<file path="config.mk">
export PLATFORM = sky130hd
export DESIGN_NAME = cu_sequencer
export DESIGN_NICKNAME = d
export VERILOG_FILES = /design/src/rtl/cu_pkg.sv /design/src/rtl/Decoder.sv /design/src/rtl/cu_irq_priority.sv /design/src/rtl/cu_sequencer.sv
export SDC_FILE = /design/constraint.sdc
export NUM_CORES = 1
export LEC_CHECK = 0
export CAP_MARGIN = 20
export CORE_MARGIN = 3
export CORE_UTILIZATION = 45
export DETAILED_ROUTE_END_ITERATION = 7
export PLACE_DENSITY = 0.77
export SETUP_SLACK_MARGIN = 0.05
export SYNTH_ARGS = -nofsm -noshare
export SYNTH_HDL_FRONTEND = slang
export SYNTH_SLANG_ARGS = --single-unit
</file>
<file path="constraint.sdc">
create_clock -name i_Clk -period 2.2 [get_ports i_Clk]
set_input_delay 0.33 -clock i_Clk [delete_from_list [all_inputs] [get_ports i_Clk]]
set_output_delay 0.33 -clock i_Clk [all_outputs]
set_load 0.01 [all_outputs]
</file>
<file path="src/rtl/cu_pkg.sv">
// Shared types and default constants for the CPU control-unit sequencer.
package cu_pkg;

    // Sequencer top-level states.
    typedef enum logic [2:0] {
        CU_ST_INIT     = 3'd0,
        CU_ST_FETCH    = 3'd1,
        CU_ST_EXEC     = 3'd2,
        CU_ST_HALT     = 3'd3,
        CU_ST_DISPATCH = 3'd4
    } cu_state_e;

    // Default timing: T-steps per M-cycle, opcode length limit, dispatch length.
    localparam int unsigned CU_T_PER_M    = 4;
    localparam int unsigned CU_MAX_M      = 8;
    localparam int unsigned CU_DISPATCH_M = 5;

    // Default interrupt vector table layout.
    localparam int unsigned CU_VECTOR_BASE   = 32'h40;
    localparam int unsigned CU_VECTOR_STRIDE = 8;

    // Dispatch target address for interrupt index idx.
    function automatic logic [7:0] cuVector(input int unsigned base,
                                            input int unsigned stride,
                                            input int unsigned idx);
        int unsigned full;
        full = base + stride * idx;
        return full[7:0];
    endfunction

endpackage

</file>
<file path="src/rtl/Decoder.sv">
// Generic binary-to-one-hot decoder used for the T-step and M-cycle strobes.
module Decoder #(
    parameter int unsigned IN_W  = 2,
    parameter int unsigned OUT_N = 4
) (
    input  logic [IN_W-1:0]  in_i,
    output logic [OUT_N-1:0] out_o
);

    // One output bit per code; codes beyond OUT_N-1 decode to all zero.
    always_comb begin
        out_o = '0;
        for (int unsigned i = 0; i < OUT_N; i++) begin
            out_o[i] = (in_i == IN_W'(i));
        end
    end

endmodule

</file>
<file path="src/rtl/cu_irq_priority.sv">
// Lowest-index-wins priority encoder for the interrupt request lines.
module cu_irq_priority #(
    parameter int unsigned NUM_IRQ = 5,
    parameter int unsigned IDX_W   = 3
) (
    input  logic [NUM_IRQ-1:0] req_i,
    output logic [NUM_IRQ-1:0] grant_o,
    output logic [IDX_W-1:0]   index_o,
    output logic               any_o
);

    // Scan from index 0 upward; the first set request takes the grant.
    always_comb begin
        logic found;
        grant_o = '0;
        index_o = '0;
        found   = 1'b0;
        for (int unsigned i = 0; i < NUM_IRQ; i++) begin
            if (req_i[i] && !found) begin
                grant_o[i] = 1'b1;
                index_o    = IDX_W'(i);
                found      = 1'b1;
            end
        end
        any_o = found;
    end

endmodule

</file>
<file path="src/rtl/cu_sequencer.sv">
// Control-unit step sequencer: T/M strobes, fetch/prefetch, HALT, IME and
// prioritised interrupt dispatch with vector generation and overrun flag.
module cu_sequencer
    import cu_pkg::*;
#(
    parameter int unsigned T_PER_M       = CU_T_PER_M,
    parameter int unsigned MAX_M         = CU_MAX_M,
    parameter int unsigned NUM_IRQ       = 5,
    parameter int unsigned DISPATCH_M    = CU_DISPATCH_M,
    parameter int unsigned VECTOR_BASE   = CU_VECTOR_BASE,
    parameter int unsigned VECTOR_STRIDE = CU_VECTOR_STRIDE
) (
    input  logic               i_Clk,
    input  logic               i_nRst,
    input  logic               i_Enable,
    input  logic               i_End_Opcode,
    input  logic               i_Halt,
    input  logic               i_EI,
    input  logic               i_DI,
    input  logic               i_RETI,
    input  logic [NUM_IRQ-1:0] i_IRQ,
    output logic [T_PER_M-1:0] o_T_Step,
    output logic [MAX_M-1:0]   o_M_Count,
    output logic               o_Fetch,
    output logic               o_Init,
    output logic               o_Dispatch,
    output logic [NUM_IRQ-1:0] o_Irq_Ack,
    output logic [7:0]         o_Vector,
    output logic               o_IME,
    output logic               o_Halted,
    output logic               o_Overrun
);

    localparam int unsigned TW = (T_PER_M > 1) ? $clog2(T_PER_M) : 1;
    localparam int unsigned MW = (MAX_M > 1) ? $clog2(MAX_M) : 1;
    localparam int unsigned IW = (NUM_IRQ > 1) ? $clog2(NUM_IRQ) : 1;

    if (T_PER_M < 2) begin : g_badTPerM
        $error("cu_sequencer: T_PER_M must be at least 2");
    end
    if (MAX_M < DISPATCH_M) begin : g_badMaxM
        $error("cu_sequencer: MAX_M must not be smaller than DISPATCH_M");
    end
    if (VECTOR_BASE + (NUM_IRQ - 1) * VECTOR_STRIDE > 255) begin : g_badVector
        $error("cu_sequencer: interrupt vector table exceeds 8-bit address range");
    end

    cu_state_e          state_q, state_d;
    logic [TW-1:0]      t_q, t_d;
    logic [MW-1:0]      m_q, m_d;
    logic               ime_q, ime_d;
    logic               eiPending_q, eiPending_d;
    logic               eiArm_q, eiArm_d;
    logic               endLatch_q, endLatch_d;
    logic               haltLatch_q, haltLatch_d;
    logic               overrun_q, overrun_d;
    logic [NUM_IRQ-1:0] irqAck_q, irqAck_d;
    logic [7:0]         vector_q, vector_d;

    logic [NUM_IRQ-1:0] irqGrant;
    logic [IW-1:0]      irqIdx;
    logic               irqAny;
    logic [7:0]         vectorCalc;
    logic               tLast;
    logic               mLastExec;
    logic               mLastDisp;
    logic               endNow;
    logic               haltNow;
    logic               strobesOn;
    logic [T_PER_M-1:0] tOneHot;
    logic [MAX_M-1:0]   mOneHot;

    cu_irq_priority #(
        .NUM_IRQ (NUM_IRQ),
        .IDX_W   (IW)
    ) u_irqPriority (
        .req_i   (i_IRQ),
        .grant_o (irqGrant),
        .index_o (irqIdx),
        .any_o   (irqAny)
    );

    Decoder #(
        .IN_W  (TW),
        .OUT_N (T_PER_M)
    ) u_tDecoder (
        .in_i  (t_q),
        .out_o (tOneHot)
    );

    Decoder #(
        .IN_W  (MW),
        .OUT_N (MAX_M)
    ) u_mDecoder (
        .in_i  (m_q),
        .out_o (mOneHot)
    );

    assign vectorCalc = cuVector(VECTOR_BASE, VECTOR_STRIDE, 32'(irqIdx));
    assign tLast      = (t_q == TW'(T_PER_M - 1));
    assign mLastExec  = (m_q == MW'(MAX_M - 1));
    assign mLastDisp  = (m_q == MW'(DISPATCH_M - 1));
    assign endNow     = endLatch_q | i_End_Opcode;
    assign haltNow    = haltLatch_q | i_Halt;

    // Next-state logic for the sequencer, counters, IME machinery and dispatch.
    always_comb begin
        state_d     = state_q;
        t_d         = t_q;
        m_d         = m_q;
        ime_d       = ime_q;
        eiPending_d = eiPending_q;
        eiArm_d     = eiArm_q;
        endLatch_d  = endLatch_q;
        haltLatch_d = haltLatch_q;
        overrun_d   = overrun_q;
        irqAck_d    = '0;
        vector_d    = vector_q;

        case (state_q)
            CU_ST_INIT: begin
                if (tLast) begin
                    state_d = CU_ST_FETCH;
                    t_d     = '0;
                    m_d     = '0;
                end else begin
                    t_d = t_q + TW'(1);
                end
            end

            CU_ST_FETCH: begin
                state_d = CU_ST_EXEC;
                t_d     = '0;
                m_d     = '0;
                if (eiPending_q) begin
                    eiArm_d     = 1'b1;
                    eiPending_d = 1'b0;
                end
            end

            CU_ST_EXEC: begin
                if (i_DI) begin
                    ime_d       = 1'b0;
                    eiPending_d = 1'b0;
                    eiArm_d     = 1'b0;
                end else if (i_RETI) begin
                    ime_d = 1'b1;
                end else if (i_EI) begin
                    eiPending_d = 1'b1;
                end

                if (!tLast) begin
                    t_d         = t_q + TW'(1);
                    endLatch_d  = endNow;
                    haltLatch_d = haltNow;
                end else begin
                    t_d         = '0;
                    endLatch_d  = 1'b0;
                    haltLatch_d = 1'b0;
                    if (endNow) begin
                        if (eiArm_q && !i_DI) begin
                            ime_d   = 1'b1;
                            eiArm_d = 1'b0;
                        end
                        m_d = '0;
                        if (ime_d && irqAny) begin
                            state_d  = CU_ST_DISPATCH;
                            ime_d    = 1'b0;
                            irqAck_d = irqGrant;
                            vector_d = vectorCalc;
                        end else if (haltNow) begin
                            state_d = CU_ST_HALT;
                        end else begin
                            state_d = CU_ST_FETCH;
                        end
                    end else if (mLastExec) begin
                        overrun_d = 1'b1;
                        state_d   = CU_ST_FETCH;
                        m_d       = '0;
                    end else begin
                        m_d = m_q + MW'(1);
                    end
                end
            end

            CU_ST_HALT: begin
                t_d = '0;
                m_d = '0;
                if (irqAny) begin
                    if (ime_q) begin
                        state_d  = CU_ST_DISPATCH;
                        ime_d    = 1'b0;
                        irqAck_d = irqGrant;
                        vector_d = vectorCalc;
                    end else begin
                        state_d = CU_ST_FETCH;
                    end
                end
            end

            CU_ST_DISPATCH: begin
                if (tLast) begin
                    t_d = '0;
                    if (mLastDisp) begin
                        state_d = CU_ST_FETCH;
                        m_d     = '0;
                    end else begin
                        m_d = m_q + MW'(1);
                    end
                end else begin
                    t_d = t_q + TW'(1);
                end
            end

            default: begin
                state_d = CU_ST_INIT;
                t_d     = '0;
                m_d     = '0;
            end
        endcase
    end

    // State registers: synchronous active-low reset, otherwise advance only when enabled.
    always_ff @(posedge i_Clk) begin
        if (!i_nRst) begin
            state_q     <= CU_ST_INIT;
            t_q         <= '0;
            m_q         <= '0;
            ime_q       <= 1'b0;
            eiPending_q <= 1'b0;
            eiArm_q     <= 1'b0;
            endLatch_q  <= 1'b0;
            haltLatch_q <= 1'b0;
            overrun_q   <= 1'b0;
            irqAck_q    <= '0;
            vector_q    <= '0;
        end else if (i_Enable) begin
            state_q     <= state_d;
            t_q         <= t_d;
            m_q         <= m_d;
            ime_q       <= ime_d;
            eiPending_q <= eiPending_d;
            eiArm_q     <= eiArm_d;
            endLatch_q  <= endLatch_d;
            haltLatch_q <= haltLatch_d;
            overrun_q   <= overrun_d;
            irqAck_q    <= irqAck_d;
            vector_q    <= vector_d;
        end
    end

    assign strobesOn  = (state_q == CU_ST_INIT) || (state_q == CU_ST_EXEC) ||
                        (state_q == CU_ST_DISPATCH);
    assign o_T_Step   = strobesOn ? tOneHot : '0;
    assign o_M_Count  = strobesOn ? mOneHot : '0;
    assign o_Fetch    = (state_q == CU_ST_FETCH);
    assign o_Init     = (state_q == CU_ST_INIT);
    assign o_Dispatch = (state_q == CU_ST_DISPATCH);
    assign o_Halted   = (state_q == CU_ST_HALT);
    assign o_Irq_Ack  = irqAck_q;
    assign o_Vector   = vector_q;
    assign o_IME      = ime_q;
    assign o_Overrun  = overrun_q;

endmodule

</file>
==> reports/metrics.cfg, run 1 <==
[outcome]
status=finished, final reports clean

[pwr]
power_uw=747.1
power_leakage_nw=0.7858
power_per_cell_area_nw_per_um2=370.6
vdd_drop_max_mv=0.2794

[final_layout]
syn_to_final_growth_pct=35.95
fillers=285
final_cell_mix=clkdlybuf4s50_1 (38), dfxtp_1 (19), nand2_1 (15)
layout-drive-gt1-share_pct=13.24
post-route-util_pct=64.96
num_antenna_cells=0
design_area_um2=2016
nets=243
layout.cells.non_filler=263
final_common_cell=clkdlybuf4s50_1

[placement]
port_buffers=39
dp_hpwl_um=2702
post-place-ws_ns=0.1492
place_area_um2=1929
routabilityCongestion=0.8577
place_inst=258

[critical_path]
crit_end=o_Halted
required_ns=1.87
max_stage_delay_ns=0.53
crit_arrival_ns=1.72
end_kind=primary output
path_class=reg -> out
r2r_slack_ns=0.39
crit-reg2reg-launch=m_q[0]$_SDFFE_PN0P_
cp_max_fo=12
slowest_stage=clkdlybuf4s50_1
path_cells=buf_6, nand3b_1, inv_1, clkdlybuf4s50_1
startpoint=state_q[1]$_SDFFE_PN0P_
r2r_cells=7
worstReg2RegEnd=state_q[0]$_SDFFE_PN0P_
start_kind=flip-flop

[global_route]
grt_pass1_wl_um=6009
antenna_found_initial=0
grt_max_degree=24
grt_remaining_overflow=0
grt_usage_pct=17.89
grt_pass1_vias=1382

[sta]
setup_viol=0
finalCritPeriodShare_pct=93.09
final_hold_viol_count=0
slew_viol_final=0
tns_ns=0
finalWorstSetupSlack_ns=0.1521
worst_clock_skew_ns=0.01391
post-route-min-period_ns=2.048
max_freq_mhz=488.3
rsz0062_at_grt=no
whs_ns=0.4677

[synthesis]
syn_area_per_cell_um2=8.424
synthCells=176
synth_area_leaders=dfxtp_1 (31%), ha_1 (8.4%), nand2_1 (3.8%), mux2i_1 (3.4%), inv_1 (2.8%)
synth-edff-count=0
synthesis.area_um2=1483
yosysTopAreaCell=dfxtp_1
synth-seq-cells=23
async_reset_ff_share_pct=0
synth_warnings=0
seq_area_frac_synth_pct=31.05
synthDistinctLibCells=48
synthFlopType=dfxtp_1
synth_top_area_share_pct=31.05

[route]
antenna_left=0
vias_per_cell=5.395
wire_per_inst_um=13.40
drt_wl_total_um=3523
drc=0
via_count=1419
drt_iter0_drc=48
drtPass1Iterations=4

[floorplan]
initial_core_util_pct=47.78
die_w_um=63.40
fp.dieH_um=63.40
core_um2=3103
dieArea_um2=4020
ioPinCount=44
rows=20

[worst_hold_path]
min_path_type=reg -> reg

[clocking]
cts_buffers=3
cts_sinks=23
cts-htree-levels=1
tritoncts=yes
cts.clk_slew.worst_paths_ns=0.15
cts-hold-fix-buffers=0
insertion_delay_ns=0.32
clock_path_buffers=2
cts_root_buf=clkbuf_4

[flow_run]
maxCapViolCount=0

cells by family (layout without fill, tap and decap cells):
| kind of cell | count (synthesis) | in the layout | synth area share, % |
|---|---|---|---|
| DFF | 23 | 23 | 31.05 |
| buffers and inverters | 24 | 64 | 8.017 |
| AOI/OAI and AO/OA | 44 | 44 | 22.45 |
| and+or+nand+nor | 68 | 68 | 25.82 |
| adders and majority gates | 10 | 10 | 8.439 |
| muxes | 5 | 5 | 3.376 |
| other | 1 | 4 | 0.2529 |
| xor gates and xnor gates | 1 | 1 | 0.5908 |
flip-flops by register name, summed over array words and instances (netlist names):
name         count
haltLatch_q      1
state_q          3
o_Irq_Ack        5
eiArm_q          1
endLatch_q       1
o_Overrun        1
o_IME            1
t_q              2
eiPending_q      1
o_Vector         4
m_q              3
critical path, delay by kind of cell, from the launching register on:
family,cells,cell delay [ns]
flops,1,0.42
buf+inv,3,0.80
simple gates,1,0.18
final cells by class:
| cell class | count | area [um2] | share of cell area [%] |
|---|---|---|---|
| Clock buffer | 3 | 22.52 | 1.117 |
| Sequential cell | 23 | 467.9 | 23.22 |
| Inverter | 11 | 41.29 | 2.048 |
| Tap cell | 44 | 55.05 | 2.731 |
| Clock inverter | 1 | 7.507 | 0.3724 |
| Timing Repair Buffer | 49 | 471.7 | 23.40 |
| Multi-Input combinational cell | 132 | 949.7 | 47.11 |
power breakdown:
part           switching, mW  leakage [nW]  internal (mW)  total [mW]
combinational         0.0552         0.584         0.0583       0.113
clock                  0.138        0.0139         0.0694       0.208
sequential           0.00655         0.188          0.419       0.426
timing repair:
action | in CTS | in global routing
setup endpoints to repair | 14 | 15
gates resized for setup | 3 | 10
pin swaps | 0 | 1
buffers inserted | 0 | 1
worst min path at each step:
stage | from | to | slack [ns] | cells after the start
after floorplan | haltLatch_q$_SDFFE_PN0P_ | haltLatch_q$_SDFFE_PN0P_ | 0.43 | 2
after global placement | o_Vector[5]$_SDFFE_PN0P_ | o_Vector[5]$_SDFFE_PN0P_ | 0.45 | 2
after detailed placement | o_Vector[5]$_SDFFE_PN0P_ | o_Vector[5]$_SDFFE_PN0P_ | 0.45 | 2
after CTS | o_Vector[4]$_SDFFE_PN0P_ | o_Vector[4]$_SDFFE_PN0P_ | 0.48 | 2
after global routing | o_Vector[4]$_SDFFE_PN0P_ | o_Vector[4]$_SDFFE_PN0P_ | 0.50 | 2
final | o_Vector[4]$_SDFFE_PN0P_ | o_Vector[4]$_SDFFE_PN0P_ | 0.47 | 2
synthesized netlist by cell type, types with 3 or more instances:
master / number
a21boi_0: 4
a21oi_1: 5
and2_1: 6
and3_1: 6
buf_4: 5
clkbuf_1: 5
dfxtp_1: 23
ha_1: 10
inv_1: 11
mux2i_1: 5
nand2_1: 15
nand3_1: 5
nand4_1: 3
nor2_1: 9
nor2b_1: 5
nor3_1: 5
o211ai_1: 3
o21a_1: 4
o21ai_0: 8
or4_1: 3
metal layers:
metal / part of all wire [%] / track usage, % / wire length (um)
met1: 45 / 22.15 / 1585
met2: 49 / 31.94 / 1739
met3: 4.6 / 1.961 / 161
met4: 1.0 / 5.930 / 36
met5: 0 / 0 / 0
Power figures use the tool's default switching activity.
==> inputs of run 2 (changes only) <==
- ABC_AREA: unset -> 1
- PLACE_DENSITY: 0.77 -> unset
- PLACE_DENSITY_LB_ADDON: unset -> 0.12
==> reports/metrics.cfg, run 2 <==
[pwr]
pwr-share-comb_pct=15.4
swShare_pct=26.13
p_sw_uw=191.3
power_uw=732.0
internal_power_uw=540.7
p_seq_share_pct=58.2
power_per_cell_area_nw_per_um2=359.1
power_leakage_nw=0.9578
pwr-share-clk_pct=26.5
vdd_drop_max_mv=0.2589

[synthesis]
synthesis.area_um2=1539
synth_top_area_share_pct=29.92
seq_area_frac_synth_pct=29.92
synth-seq-cells=23
synthDistinctLibCells=28
synthFlopType=dfxtp_1
synthCells=236
synth-edff-count=0
synth_area_leaders=dfxtp_1 (30%), nand2_1 (14%), nor2_1 (8.3%), ha_1 (8.1%), inv_1 (7.1%)
yosysTopAreaCell=dfxtp_1
synth_commonest_cells=nand2_1 (56), nor2_1 (34), inv_1 (29)
async_reset_ff_share_pct=0
synth_warnings=0
syn_area_per_cell_um2=6.521
yosysMostFrequentCell=nand2_1

[critical_path]
path_cells=nor2_4, nor2_1, buf_4, nor2_1, clkdlybuf4s50_1
end_kind=primary output
startpoint=state_q[1]$_SDFFE_PN0P_
required_ns=1.87
r2r_slack_ns=0.64
start_kind=flip-flop
crit_arrival_ns=1.74
cp.depth=5
max_stage_delay_ns=0.54
cp_max_fo=13
slowest_stage=clkdlybuf4s50_1
path_class=reg -> out
worstReg2RegEnd=state_q[2]$_SDFFE_PN0P_
crit_family=buffers and inverters
r2r_cells=8
crit_top_cell=nor2_1
cp_num_buf_inv=2
crit-reg2reg-launch=t_q[0]$_SDFFE_PN0P_

[final_layout]
layout.cells.non_filler=323
syn_to_final_growth_pct=32.44
register_area_um2=467.9
final_common_cell=nand2_1
multi_input_area_um2=919.6
largest_reg_flops=5
fillers=313
design_area_um2=2038
nets=303
final_cell_mix=nand2_1 (56), nor2_1 (34), inv_1 (29)
layout-drive-gt1-share_pct=13.98
num_antenna_cells=0
post-route-util_pct=64.64

[worst_hold_path]
min_path_cells=2
min_path_type=reg -> reg
hold_end=o_Irq_Ack[4]$_SDFFE_PN0P_
min_from=o_Irq_Ack[4]$_SDFFE_PN0P_

[clocking]
cts_root_buf=clkbuf_4
clock_path_buffers=2
cts-htree-levels=1
tritoncts=yes
cts_setup_buffers=0
insertion_delay_ns=0.31
cts_buffers=3
cts.clk_slew.worst_paths_ns=0.12
cts_sinks=23

[route]
via_count=1539
drt_wl_total_um=3506
vias_per_cell=4.765
antenna_left=0
drc=0
wire_per_inst_um=10.85
drt_iter0_drc=83
drtPass1Iterations=4

[global_route]
grt_remaining_overflow=0
grt_pass1_wl_um=5802
grt_max_degree=14
antenna_found_initial=0
grt_usage_pct=17.27
grt_pass1_vias=1369

[sta]
post-route-min-period_ns=2.067
max_freq_mhz=483.9
final_hold_viol_count=0
rsz0062_at_grt=no
finalCritPeriodShare_pct=93.94
setup_viol=0
worst_clock_skew_ns=0.004559
slew_viol_final=0
tns_ns=0

[floorplan]
ioPinCount=44
fp.dieH_um=64.48
initial_core_util_pct=48.81
rows=20
die_w_um=64.48
dieArea_um2=4158
core_um2=3153

[placement]
port_buffers=39
place_area_um2=1979
routabilityCongestion=0.9368
place_inst=319
dp_hpwl_um=2871

[flow_run]
maxCapViolCount=0

[outcome]
status=finished, final reports clean

[run 2: changes by cell type after synthesis, sizes merged, moves of 4 or more]
cell and change:
nand2 +47, nor2 +34, inv +23, a21oi +12, nand3 +7, a21boi -6
and2 -6, and3 -6, mux2i -5, nor2b -5, clkbuf -4, o21a -4
[run 2: worst min-delay path: stages, from the launching register on]
cell	delay, ns
dfxtp_1	0.33
nand2_1	0.06
a21oi_1	0.05
[run 2: worst max-delay path by stage]
stage,to,slack (ns)
after floorplan,o_M_Count[5],0.75
after global placement,o_M_Count[1],0.27
after detailed placement,o_M_Count[1],0.24
after CTS,o_M_Count[5],0.05
after global routing,o_T_Step[3],0.05
final,o_T_Step[3],0.13
[run 2: layout make-up]
type	instances	share of cell area (%)
Clock buffer	3	1.105
Clock inverter	1	0.2455
Inverter	35	6.446
Multi-Input combinational cell	174	45.12
Sequential cell	23	22.96
Tap cell	44	2.701
Timing Repair Buffer	43	21.42
[run 2: power by group through the flow]
stage / combinational (mW) / sequential (mW) / clock (mW)
final: 0.112 / 0.426 / 0.194
after global routing: 0.125 / 0.427 / 0.223
after CTS: 0.114 / 0.426 / 0.203
after detailed placement: 0.114 / 0.436 / 0
after global placement: 0.113 / 0.436 / 0
after floorplan: 0.0619 / 0.434 / 0
[run 2: metal layers]
| layer | wire length [um] | vias to the layer above | global-route usage, % |
|---|---|---|---|
| li1 | - | 820 | - |
| met1 | 1766 | 666 | 23.57 |
| met2 | 1535 | 47 | 27.58 |
| met3 | 162 | 6 | 3.986 |
| met4 | 42 | 0 | 4.222 |
| met5 | 0 | - | 0 |
[run 2: timing repair]
item	CTS	global route
hold buffers	0	0
setup endpoints to repair	12	8
gates resized for setup	10	8
endpoints found under the hold margin	0	0
[run 2: logic make-up (layout without fill, tap and decap cells)]
group                    count (synthesis)  in the layout  share of synthesized area [%]
flip-flops                              23             23                          29.92
AND/OR/NAND/NOR                        130            130                          38.94
AO/OA/AOI/OAI                           30             30                          11.22
buffers and inverters                   42             82                          11.54
other                                    1              4                         0.2437
adder cells (fa/ha/maj)                 10             10                          8.130
[run 2: metrics by stage]
stage                     hold slack, ns  worst slack, ns
after floorplan                   0.4482           0.7484
after global placement            0.4508           0.2733
after detailed placement          0.4568           0.2403
after CTS                         0.4756          0.05285
after global routing              0.4962          0.05233
final                             0.4711           0.1333
